**config.mk**
```make
export PLATFORM = sky130hd
export DESIGN_NAME = multicycle_control
export DESIGN_NICKNAME = d
export VERILOG_FILES = /design/src/rtl/multicycle_control.sv
export SDC_FILE = /design/constraint.sdc
export NUM_CORES = 1
export LEC_CHECK = 0
export ABC_CLOCK_PERIOD_IN_PS = 2500
export CELL_PAD_IN_SITES_DETAIL_PLACEMENT = 0
export CELL_PAD_IN_SITES_GLOBAL_PLACEMENT = 1
export CORE_MARGIN = 5
export CORE_UTILIZATION = 30
export CTS_CLUSTER_DIAMETER = 150
export DETAILED_ROUTE_END_ITERATION = 6
export PLACE_DENSITY_LB_ADDON = 0.1
export SYNTH_ARGS = -nofsm -noshare
export SYNTH_HDL_FRONTEND = slang
export SYNTH_SLANG_ARGS = --single-unit
```
**constraint.sdc**
```tcl
create_clock -name Clk -period 2.5 [get_ports Clk]
set_input_delay 0.375 -clock Clk [delete_from_list [all_inputs] [get_ports Clk]]
set_output_delay 0.375 -clock Clk [all_outputs]
set_load 0.005 [all_outputs]
```
**src/rtl/multicycle_control.sv**
```systemverilog
// rtl/multicycle_control.sv - multi-cycle instruction control FSM
module multicycle_control (
    input  logic        Clk,
    input  logic        Reset,
    input  logic [31:0] Instr,
    input  logic        Zero,
    output logic        PC_Sel,
    output logic        PC_LdEn,
    output logic        RF_WrEn,
    output logic        RF_WrData_sel,
    output logic        RF_B_sel,
    output logic        ALU_Bin_sel,
    output logic [3:0]  ALU_func,
    output logic [1:0]  Imm_Sel,
    output logic        MEM_WrEn,
    output logic        Halted
);

    typedef enum logic [2:0] {FETCH, DECODE, EXEC, MEM, WB, HALT} state_t;
    typedef enum logic [2:0] {CL_ALUR, CL_ALUI, CL_BR, CL_LD, CL_ST, CL_ILL} cls_t;

    localparam logic [5:0] OP_LI   = 6'b111000;
    localparam logic [5:0] OP_LUI  = 6'b111001;
    localparam logic [5:0] OP_ADDI = 6'b110000;
    localparam logic [5:0] OP_ANDI = 6'b110010;
    localparam logic [5:0] OP_ORI  = 6'b110011;
    localparam logic [5:0] OP_B    = 6'b111111;
    localparam logic [5:0] OP_BEQ  = 6'b000000;
    localparam logic [5:0] OP_BNE  = 6'b000001;

    state_t      state, state_next;
    logic [5:0]  opcode_q;
    logic [5:0]  func_q;
    cls_t        cls_live, cls_q;
    logic        unused_bits;

    function automatic cls_t classify(input logic [5:0] op);
        case (op)
            6'b100000:                                    return CL_ALUR;
            OP_LI, OP_LUI, OP_ADDI, OP_ANDI, OP_ORI:      return CL_ALUI;
            OP_B, OP_BEQ, OP_BNE:                         return CL_BR;
            6'b001111:                                    return CL_LD;
            6'b011111:                                    return CL_ST;
            default:                                      return CL_ILL;
        endcase
    endfunction

    assign cls_live    = classify(Instr[31:26]);
    assign cls_q       = classify(opcode_q);
    assign unused_bits = ^{Instr[25:6], func_q[5:4]};

    always_ff @(posedge Clk or negedge Reset) begin
        if (!Reset) begin
            state    <= FETCH;
            opcode_q <= 6'd0;
            func_q   <= 6'd0;
        end else begin
            state <= state_next;
            if (state == DECODE) begin
                opcode_q <= Instr[31:26];
                func_q   <= Instr[5:0];
            end
        end
    end

    // Only the classification of the live word steers DECODE; outputs use the latched copy.
    always_comb begin
        state_next = state;
        case (state)
            FETCH:  state_next = DECODE;
            DECODE: state_next = (cls_live == CL_ILL) ? HALT : EXEC;
            EXEC: begin
                if (cls_q == CL_BR)
                    state_next = FETCH;
                else if (cls_q == CL_ALUR || cls_q == CL_ALUI)
                    state_next = WB;
                else
                    state_next = MEM;
            end
            MEM:    state_next = (cls_q == CL_LD) ? WB : FETCH;
            WB:     state_next = FETCH;
            HALT:   state_next = HALT;
            default: state_next = FETCH;
        endcase
    end

    always_comb begin
        PC_Sel        = 1'b0;
        PC_LdEn       = 1'b0;
        RF_WrEn       = 1'b0;
        RF_WrData_sel = 1'b0;
        RF_B_sel      = 1'b0;
        ALU_Bin_sel   = 1'b0;
        ALU_func      = 4'b0000;
        Imm_Sel       = 2'b00;
        MEM_WrEn      = 1'b0;
        Halted        = 1'b0;

        // Datapath selects are driven once the opcode has been latched.
        if (state == EXEC || state == MEM || state == WB) begin
            ALU_Bin_sel = (cls_q == CL_ALUI) || (cls_q == CL_LD) || (cls_q == CL_ST);
            RF_B_sel    = (cls_q == CL_BR) || (cls_q == CL_ST);
            case (cls_q)
                CL_ALUR: ALU_func = func_q[3:0];
                CL_ALUI: begin
                    if (opcode_q == OP_ANDI)
                        ALU_func = 4'b0010;
                    else if (opcode_q == OP_ORI)
                        ALU_func = 4'b0011;
                end
                CL_BR:   ALU_func = (opcode_q == OP_B) ? 4'b0000 : 4'b0001;
                default: ALU_func = 4'b0000;
            endcase
            if (opcode_q == OP_LUI)
                Imm_Sel = 2'b10;
            else if (opcode_q == OP_ANDI || opcode_q == OP_ORI)
                Imm_Sel = 2'b01;
        end

        case (state)
            EXEC: begin
                if (cls_q == CL_BR) begin
                    PC_LdEn = 1'b1;
                    PC_Sel  = (opcode_q == OP_B) ||
                              (opcode_q == OP_BEQ && Zero) ||
                              (opcode_q == OP_BNE && !Zero);
                end
            end
            MEM: begin
                if (cls_q == CL_ST) begin
                    MEM_WrEn = 1'b1;
                    PC_LdEn  = 1'b1;
                end
            end
            WB: begin
                RF_WrEn       = 1'b1;
                RF_WrData_sel = (cls_q == CL_LD);
                PC_LdEn       = 1'b1;
            end
            HALT:    Halted = 1'b1;
            default: ;
        endcase
    end

endmodule

```
Word-level counts from Yosys, hierarchy flattened --
Cells that the tools add are included. W data, S select, Z words.
Cells by class: $add $sub $neg 0, multiply operators 0, div/mod/pow operators 0, $lt $le $gt $ge 0, equality and inequality tests 30, shifts and indexed selects 0, muxes and demuxes 26, bitwise operators 0, reduce and logical (&&, ||, !) cells 20
Operators by type and width (count):
- $eq A6 B6 Y1 const B | 14
- $pmux W3 S5 | 3
- $eq A3 B2 Y1 const B | 4
- $eq A3 B3 Y1 const B | 4
- $eq A6 B1 Y1 const B | 2
- $eq A6 B4 Y1 const B | 2
- $eq A6 B5 Y1 const B | 2
- $logic_not A6 Y1 | 2
- $mux W1 | 12
- $mux W3 | 4
- $pmux W4 S3 | 1
- $reduce_or A5 Y1 | 2
- $logic_or A1 B1 Y1 | 9
- $mux W2 | 4
- $eq A3 B1 Y1 const B | 2
- $logic_not A3 Y1 | 2
- $reduce_or A3 Y1 | 2
- $mux W4 | 1
- $pmux W1 S3 | 1
- $logic_and A1 B1 Y1 | 2
- $logic_not A1 Y1 | 1
Storage, ports and cells: flip-flop bits (word level) 13, latch bits 0, bits in writable memories 0, bits in read-only memories 0, bits of input ports 35, output and inout port bits 14, word-level logic and storage cells 79, memories 0

Longest topological paths before layout --
Gate-level depths: netlist of the first run.
depth after elaboration 8, depth in mapped cells 5, depth with buffers taken out 4

Least setup slack after synthesis of the first run --
OpenSTA, ideal clock, no wires.
path kind reg2out, start point reg opcode_q[1], end point out PC_LdEn, data arrival time 1.368 ns, data required time 2.125 ns, setup slack 0.757 ns, cell stages (with the launch flop) 6, buffers on the path 1, path through dfrtp_1 buf_2 nand4_1 nor2_1 o211ai_1 or3b_2
On the way: cells in the longest elaborated chain, start to end 6, elaborated cells between the ends (all ways) 19, those cells by class eq/ne (12); mux (4); reduce/logical (3)
Ends and longest elaborated chain:
- start, declared | RTL line 32 | logic [5:0] opcode_q;
- start signal, assigned | RTL line 60 | opcode_q <= Instr[31:26];
- $eq A6 B6 Y1, or another cell as far along | RTL line 38 | case (op)
- $reduce_or A5 Y1 / $reduce_or A3 Y1 (equally long branches) | RTL line 38
- $pmux W3 S5 (*) | RTL line 38
- $eq A3 B3 Y1 / $eq A3 B2 Y1 (equally long branches) | RTL line 130, 122
- $mux W1, on equally long branches | RTL line 130, 122
- $pmux W1 S3 (*) | RTL line 120 | case (state)
- end, declared | RTL line 8 | output logic PC_LdEn,
Mark *: on every way between the ends. The rest lies on a longest branch, timed or not.

Worst setup path after layout of the first run --
start point reg state[1], end point out ALU_func[3]
On the way: cells in the longest elaborated chain, start to end 4, elaborated cells between the ends (all ways) 6, those cells by class eq/ne (3); mux (1); reduce/logical (2)
Ends and longest elaborated chain:
- start, declared | RTL line 31 | state_t state, state_next;
- start signal, assigned | RTL line 58 | state <= state_next;
- $eq A3 B2 Y1 | RTL line 100 | if (state == EXEC || state == MEM || state == WB) begin
- $logic_or A1 B1 Y1 | RTL line 100
- $logic_or A1 B1 Y1 (*) | RTL line 100
- $mux W4 (*) | RTL line 100
- end, declared | RTL line 13 | output logic [3:0] ALU_func,
Marked as above.

==> results of run 1 <==
==> Yosys cell counts <==
master    instances
a2111o_1          1
a211o_1           1
a211oi_1          1
a21oi_1           5
a221oi_2          1
a2bb2o_1          1
a311o_1           1
a31o_2            2
a31oi_1           1
a32oi_1           1
and2_1            1
and3_1            3
and3b_1           1
and4_1            1
buf_2             3
buf_4             1
buf_6             1
clkbuf_1          2
dfrtp_1          13
inv_1             6
mux2_2            8
nand2_1           8
nand2b_1          4
nand3_1           2
nand4_1           3
nand4b_1          1
nor2_1           12
nor2_2            1
nor2b_1           3
nor3_1            3
nor3b_1           2
nor4_1            3
nor4_4            1
o211ai_1          1
o21a_1            1
o21ai_0           4
o22ai_1           2
o41ai_1           1
or2_2             1
or2b_1            1
or3b_2            2
xor2_1            1
==> sequential cells by signal (all words and copies together), names as in the netlist <==
name and flops:
opcode_q 6, func_q 4, state 3
==> power by group through the flow <==
stage	registers, mW	clock network (mW)	logic (mW)
after detailed placement	0.455	0	0.752
after floorplan	0.383	0	0.560
after global routing	0.453	0.153	0.940
after global placement	0.450	0	0.750
final	0.436	0.130	0.855
after CTS	0.433	0.139	0.839
==> per-layer routing <==
metal	share of wire [%]	routed length (um)	track usage, %	vias up
li1	-	-	-	490
met1	47	1220	16.5	477
met2	48	1240	20.8	20
met3	4.6	121	3.37	2
met4	0.73	19	5.32	0
met5	0	0	0	-
==> cells by family (layout without fill, tap and decap cells) <==
kind of cell	count (synthesis)	count (layout)	synth area share [%]
mux	8	8	9.28
compound gates	24	24	18.2
xor+xnor	1	1	0.902
buf+inv	13	52	6.57
simple gates	53	53	31.6
flops	13	13	33.5
==> final timing paths <==
path / startpoint / end / slack (ns) / cells past startpoint
max in group asynchronous: Reset / opcode_q[3] / 1.59 / 1
worst min register to register: func_q[2] / func_q[2] / 0.51 / 1
worst max-delay path: state[1] / ALU_func[3] / 0.15 / 5
worst max register to register: opcode_q[3] / state[0] / 0.65 / 6
worst min-delay path: Reset / state[1] / 0.48 / 1
min in group Clk: func_q[2] / func_q[2] / 0.51 / 1
==> critical path: stages (launching register included) <==
cell,delay [ns]
dfrtp_1,0.38
or3b_4,0.41
nand2_2,0.10
and3_1,0.17
and3_1,0.16
clkdlybuf4s50_1,0.49
==> cell type report <==
class / count / area share [%]
inverter: 6 / 1.59
sequential: 13 / 23.2
clock buffer: 4 / 1.86
timing repair buffer: 42 / 27.0
tap: 44 / 3.89
multi-input combinational: 86 / 42.5
==> placed cells by master, fill, tap and decap left out, drive strengths merged, types with 2 or more instances in the layout <==
cell type / synthesis / layout
nor3b: 2 / 2
nor4: 4 / 4
and3: 3 / 3
clkdlybuf4s50: 0 / 24
nand2: 8 / 8
or3b: 2 / 2
buf: 5 / 16
nor3: 3 / 3
a21oi: 5 / 5
nand2b: 4 / 4
mux2: 8 / 8
nand3: 2 / 2
nor2b: 3 / 3
o22ai: 2 / 2
clkbuf: 2 / 4
nor2: 13 / 13
o21ai: 4 / 4
a31o: 2 / 2
nand4: 3 / 3
dfrtp: 13 / 13
inv: 6 / 6
==> what timing repair did <==
item,in CTS,in global routing
resized for setup,5,4
endpoints found under the setup margin,6,6
pin swaps,1,1
buffers inserted,7,1
==> flow_summary.ini, run 1 <==
[hold_path]
min_path_type = input pin to asynchronous set/reset pin

[power]
switching_share_pct = 41.0
powerDensity_nw_per_um2 = 1010
finalPower_mw = 1.42
p_sw_uw = 582
clkPwrFrac_pct = 9.1
p_leak_nw = 0.590
ir_drop_v = 0.000436
p_comb_share_pct = 60.2
p_int_uw = 838
seqPwrFrac_pct = 30.7

[yosys]
syn_area_um2 = 971
synth_area_leaders = dfrtp_1, mux2_2, nor2_1
yosysUniqueCellTypes = 42
yosysWarnings = 0
syn_inst = 112
synth_top_area_share_pct = 33.5
syn_avg_cell_area_um2 = 8.67
ys_seq_elements = 13
synth_largest_area_cell = dfrtp_1
ys_seq_area_share_pct = 33.5
synth_fp_nets = 147

[sta]
setup_viol = 0
setup_ws_ns = 0.147
final.setup_skew_ns = 0.00132
finalCriticalPeriod_ns = 2.35
rsz0062_at_grt = false
slew_viol_final = 0
whs_ns = 0.483
fin_setup_tns_ns = 0
relSlewSlack_pct = 59.0
hold_viol = 0
tightest_slew_ns = 0.613
max_freq_ghz = 0.425
fin_crit_sh_pct = 94.1

[place]
place_area_um2 = 1310
dpl.hpwl_um = 1970
dp_cells = 183
io_buffer_count = 26
dp_slack_ns = 0.227
place_congestion = 0.768

[global_route]
overflow = 0
grt_antenna_before_repair = 0
grt_pass1_wl_um = 4350
grt_start_max_net_pins = 14
track_usage_pct = 13.0
grt_pass1_vias = 951

[routing]
route.vias.total = 989
routedWlPerCell_um = 13.4
drc = 0
drt_iter0_markers = 20
ant_nets = 0
drt_pass1_iterations = 4
viasPerCell = 5.07
totalWireLength_um = 2610

[clock_tree]
hold_buffers = 0
insertion_delay_ns = 0.27
clock_sink_count = 13
ctsHtreeMaxLevel = 1
cts.path.max_buffers = 2
clk_pin_slew_ns = 0.08
root_buffer = clkbuf_4
cts_buffers = 3
cts_tree = built

[die]
io_pins = 49
core_um2 = 3080
start_util_pct = 31.5
die_area_um2 = 4470
die_h_um = 66.9
die_w_um = 66.9
num_rows = 20

[worst_setup_path]
critPathLaunchType = register
crit_required_ns = 2.12
worstPathArrival_ns = 1.98
critPathCaptureType = output pin
critPathMaxFanout = 3
critPathKind = register to output pin

[final_layout]
regArea_um2 = 328
utilization_pct = 45.9
fillers = 326
diodes = 0
postLayoutCellArea_um2 = 1410
stdcell_count = 195
multi_input_area_um2 = 601
area_growth_pct = 45.6
drive_above_1_share_pct = 26.5
layout.nets = 187

[run]
drv_cap = 0

[outcome]
status = finished, final reports clean
Power figures use the tool's default switching activity.
==> inputs of run 2 (changes only) <==
--- a/config.mk
+++ b/config.mk
@@ -6,7 +6,7 @@
 export NUM_CORES = 1
 export LEC_CHECK = 0
 export ABC_CLOCK_PERIOD_IN_PS = 2500
-export CELL_PAD_IN_SITES_DETAIL_PLACEMENT = 0
+export CELL_PAD_IN_SITES_DETAIL_PLACEMENT = 1
 export CELL_PAD_IN_SITES_GLOBAL_PLACEMENT = 1
 export CORE_MARGIN = 5
 export CORE_UTILIZATION = 30
==> run 2 against run 1 <==
First-iteration DRC count grew 60%. Sequential share of layout area is 0.089 points higher. Count of clock-buffer cells in the layout unchanged. Worst hold slack better by 0.011 ns. Sequential power about the same. Critical path depth unchanged. Clock power about the same. Largest power group unchanged. Critical path type unchanged.
==> flow_summary.ini, run 2 (same netlist as run 1, synthesis figures left out) <==
[outcome]
status = finished, final reports clean

[sta]
whs_ns = 0.493
setup_viol = 0
setup_ws_ns = 0.0983
finalCriticalPeriod_ns = 2.40
fin_crit_sh_pct = 96.1
tightest_slew_ns = 0.642
final.setup_skew_ns = 0.000316
relSlewSlack_pct = 57.1
max_freq_ghz = 0.416
fin_setup_tns_ns = 0
slew_viol_final = 0
rsz0062_at_grt = false
hold_viol = 0

[final_layout]
mostFrequentLayoutCell = clkdlybuf4s50_1
layout.nets = 188
top_regs = opcode_q: 6 flops, func_q: 4 flops, state: 3 flops
largest_reg_flops = 6
diodes = 0
regMostFlops = opcode_q
drive_above_1_share_pct = 27.0
final_cell_mix = clkdlybuf4s50_1, buf_4, nor2_1
area_growth_pct = 45.6

[routing]
drt_pass1_iterations = 4
route.vias.total = 1010
drt_iter0_markers = 32
viasPerCell = 5.15
ant_nets = 0
totalWireLength_um = 2910
routedWlPerCell_um = 14.9
drc = 0

[clock_tree]
clock_sink_count = 13
ctsHtreeMaxLevel = 1
insertion_delay_ns = 0.27
cts_buffers = 3
cts_tree = built
clk_pin_slew_ns = 0.08
cts.path.max_buffers = 2
root_buffer = clkbuf_4

[die]
core_um2 = 3080
die_h_um = 66.9
die_area_um2 = 4470
io_pins = 49
num_rows = 20
start_util_pct = 31.5
die_w_um = 66.9

[worst_setup_path]
critPathKind = register to output pin
r2r_start = opcode_q[3]
worstPathArrival_ns = 2.03
crit_start = state[1]
critPathCaptureType = output pin
critPathMaxFanout = 3
ff2ff_path_depth = 6
crit_required_ns = 2.12
critPathLaunchType = register

[global_route]
grt_pass1_wl_um = 4910
busiest_layer = met2
grt_pass1_vias = 1071
grtUsageMet3_pct = 1.85
grt_util_met1_pct = 18.3
overflow = 0
met2_usage_pct = 24.5
grt_start_max_net_pins = 14
track_usage_pct = 14.2
grt_antenna_before_repair = 0

[hold_path]
min_path_type = input pin to asynchronous set/reset pin

[power]
p_leak_nw = 0.574
ir_drop_v = 0.000444
powerDensity_nw_per_um2 = 1030
finalPower_mw = 1.46

[place]
place_congestion = 0.768
dpl.hpwl_um = 2190
io_buffer_count = 26
dp_slack_ns = 0.204

[run]
drv_cap = 0
-- run 2: power breakdown --
part	total [mW]	switching, mW	internal [mW]
logic	0.891	0.410	0.481
clock network	0.133	0.0713	0.0618
registers	0.437	0.124	0.312
-- run 2: worst paths after layout --
| path | to | slack, ns |
|---|---|---|
| max in group asynchronous | opcode_q[1] | 1.56 |
| worst max register to register | state[0] | 0.66 |
| worst max-delay path | ALU_func[2] | 0.1 |
| min in group Clk | func_q[2] | 0.51 |
| worst min-delay path | state[0] | 0.49 |
| worst min register to register | func_q[2] | 0.51 |
-- run 2: repair_timing --
item | 4_1_cts | 5_1_grt
resized for setup | 7 | 1
buffers inserted | 8 | 1
hold buffers | 0 | 0
setup endpoints to repair | 7 | 3
pin swaps | 1 | 2
-- run 2: metal layers --
| metal | vias to the layer above | part of all wire, % | wire length [um] |
|---|---|---|---|
| met5 | - | 0 | 0 |
| met4 | 0 | 0.41 | 12 |
| met3 | 2 | 3.8 | 112 |
| met2 | 20 | 48 | 1400 |
| met1 | 496 | 48 | 1390 |
| li1 | 492 | - | - |
-- run 2: stage by stage --
step / utilization, % / area, um^2 / instances
3_5_place_dp: 42.4 / 1310 / 183
4_1_cts: 45.5 / 1400 / 195
2_1_floorplan: - / 971 / 112
3_3_place_gp: 42.4 / 1310 / 183
5_1_grt: 45.9 / 1410 / 196
6_report: 45.9 / 1410 / 196
-- run 2: critical path: stages (launching register included) --
cell	delay (ns)
dfrtp_2	0.41
or3b_4	0.42
nand2_2	0.09
and3_1	0.18
and3_1	0.15
clkdlybuf4s50_1	0.50
-- run 2: layout make-up --
| class | instances | area [um^2] |
|---|---|---|
| sequential | 13 | 329 |
| multi-input combinational | 86 | 594 |
| inverter | 6 | 22.5 |
| clock buffer | 4 | 26.3 |
| timing repair buffer | 43 | 387 |
| fill | 381 | 1660 |
| tap | 44 | 55.1 |
==> inputs of run 3 (changes only) <==
--- a/config.mk
+++ b/config.mk
@@ -6,6 +6,7 @@
 export NUM_CORES = 1
 export LEC_CHECK = 0
 export ABC_CLOCK_PERIOD_IN_PS = 2500
+export CAP_MARGIN = 20
 export CELL_PAD_IN_SITES_DETAIL_PLACEMENT = 1
 export CELL_PAD_IN_SITES_GLOBAL_PLACEMENT = 1
 export CORE_MARGIN = 5
==> results of run 3 <==
The final DEF is identical to that of run 2; final timing and power are the same.
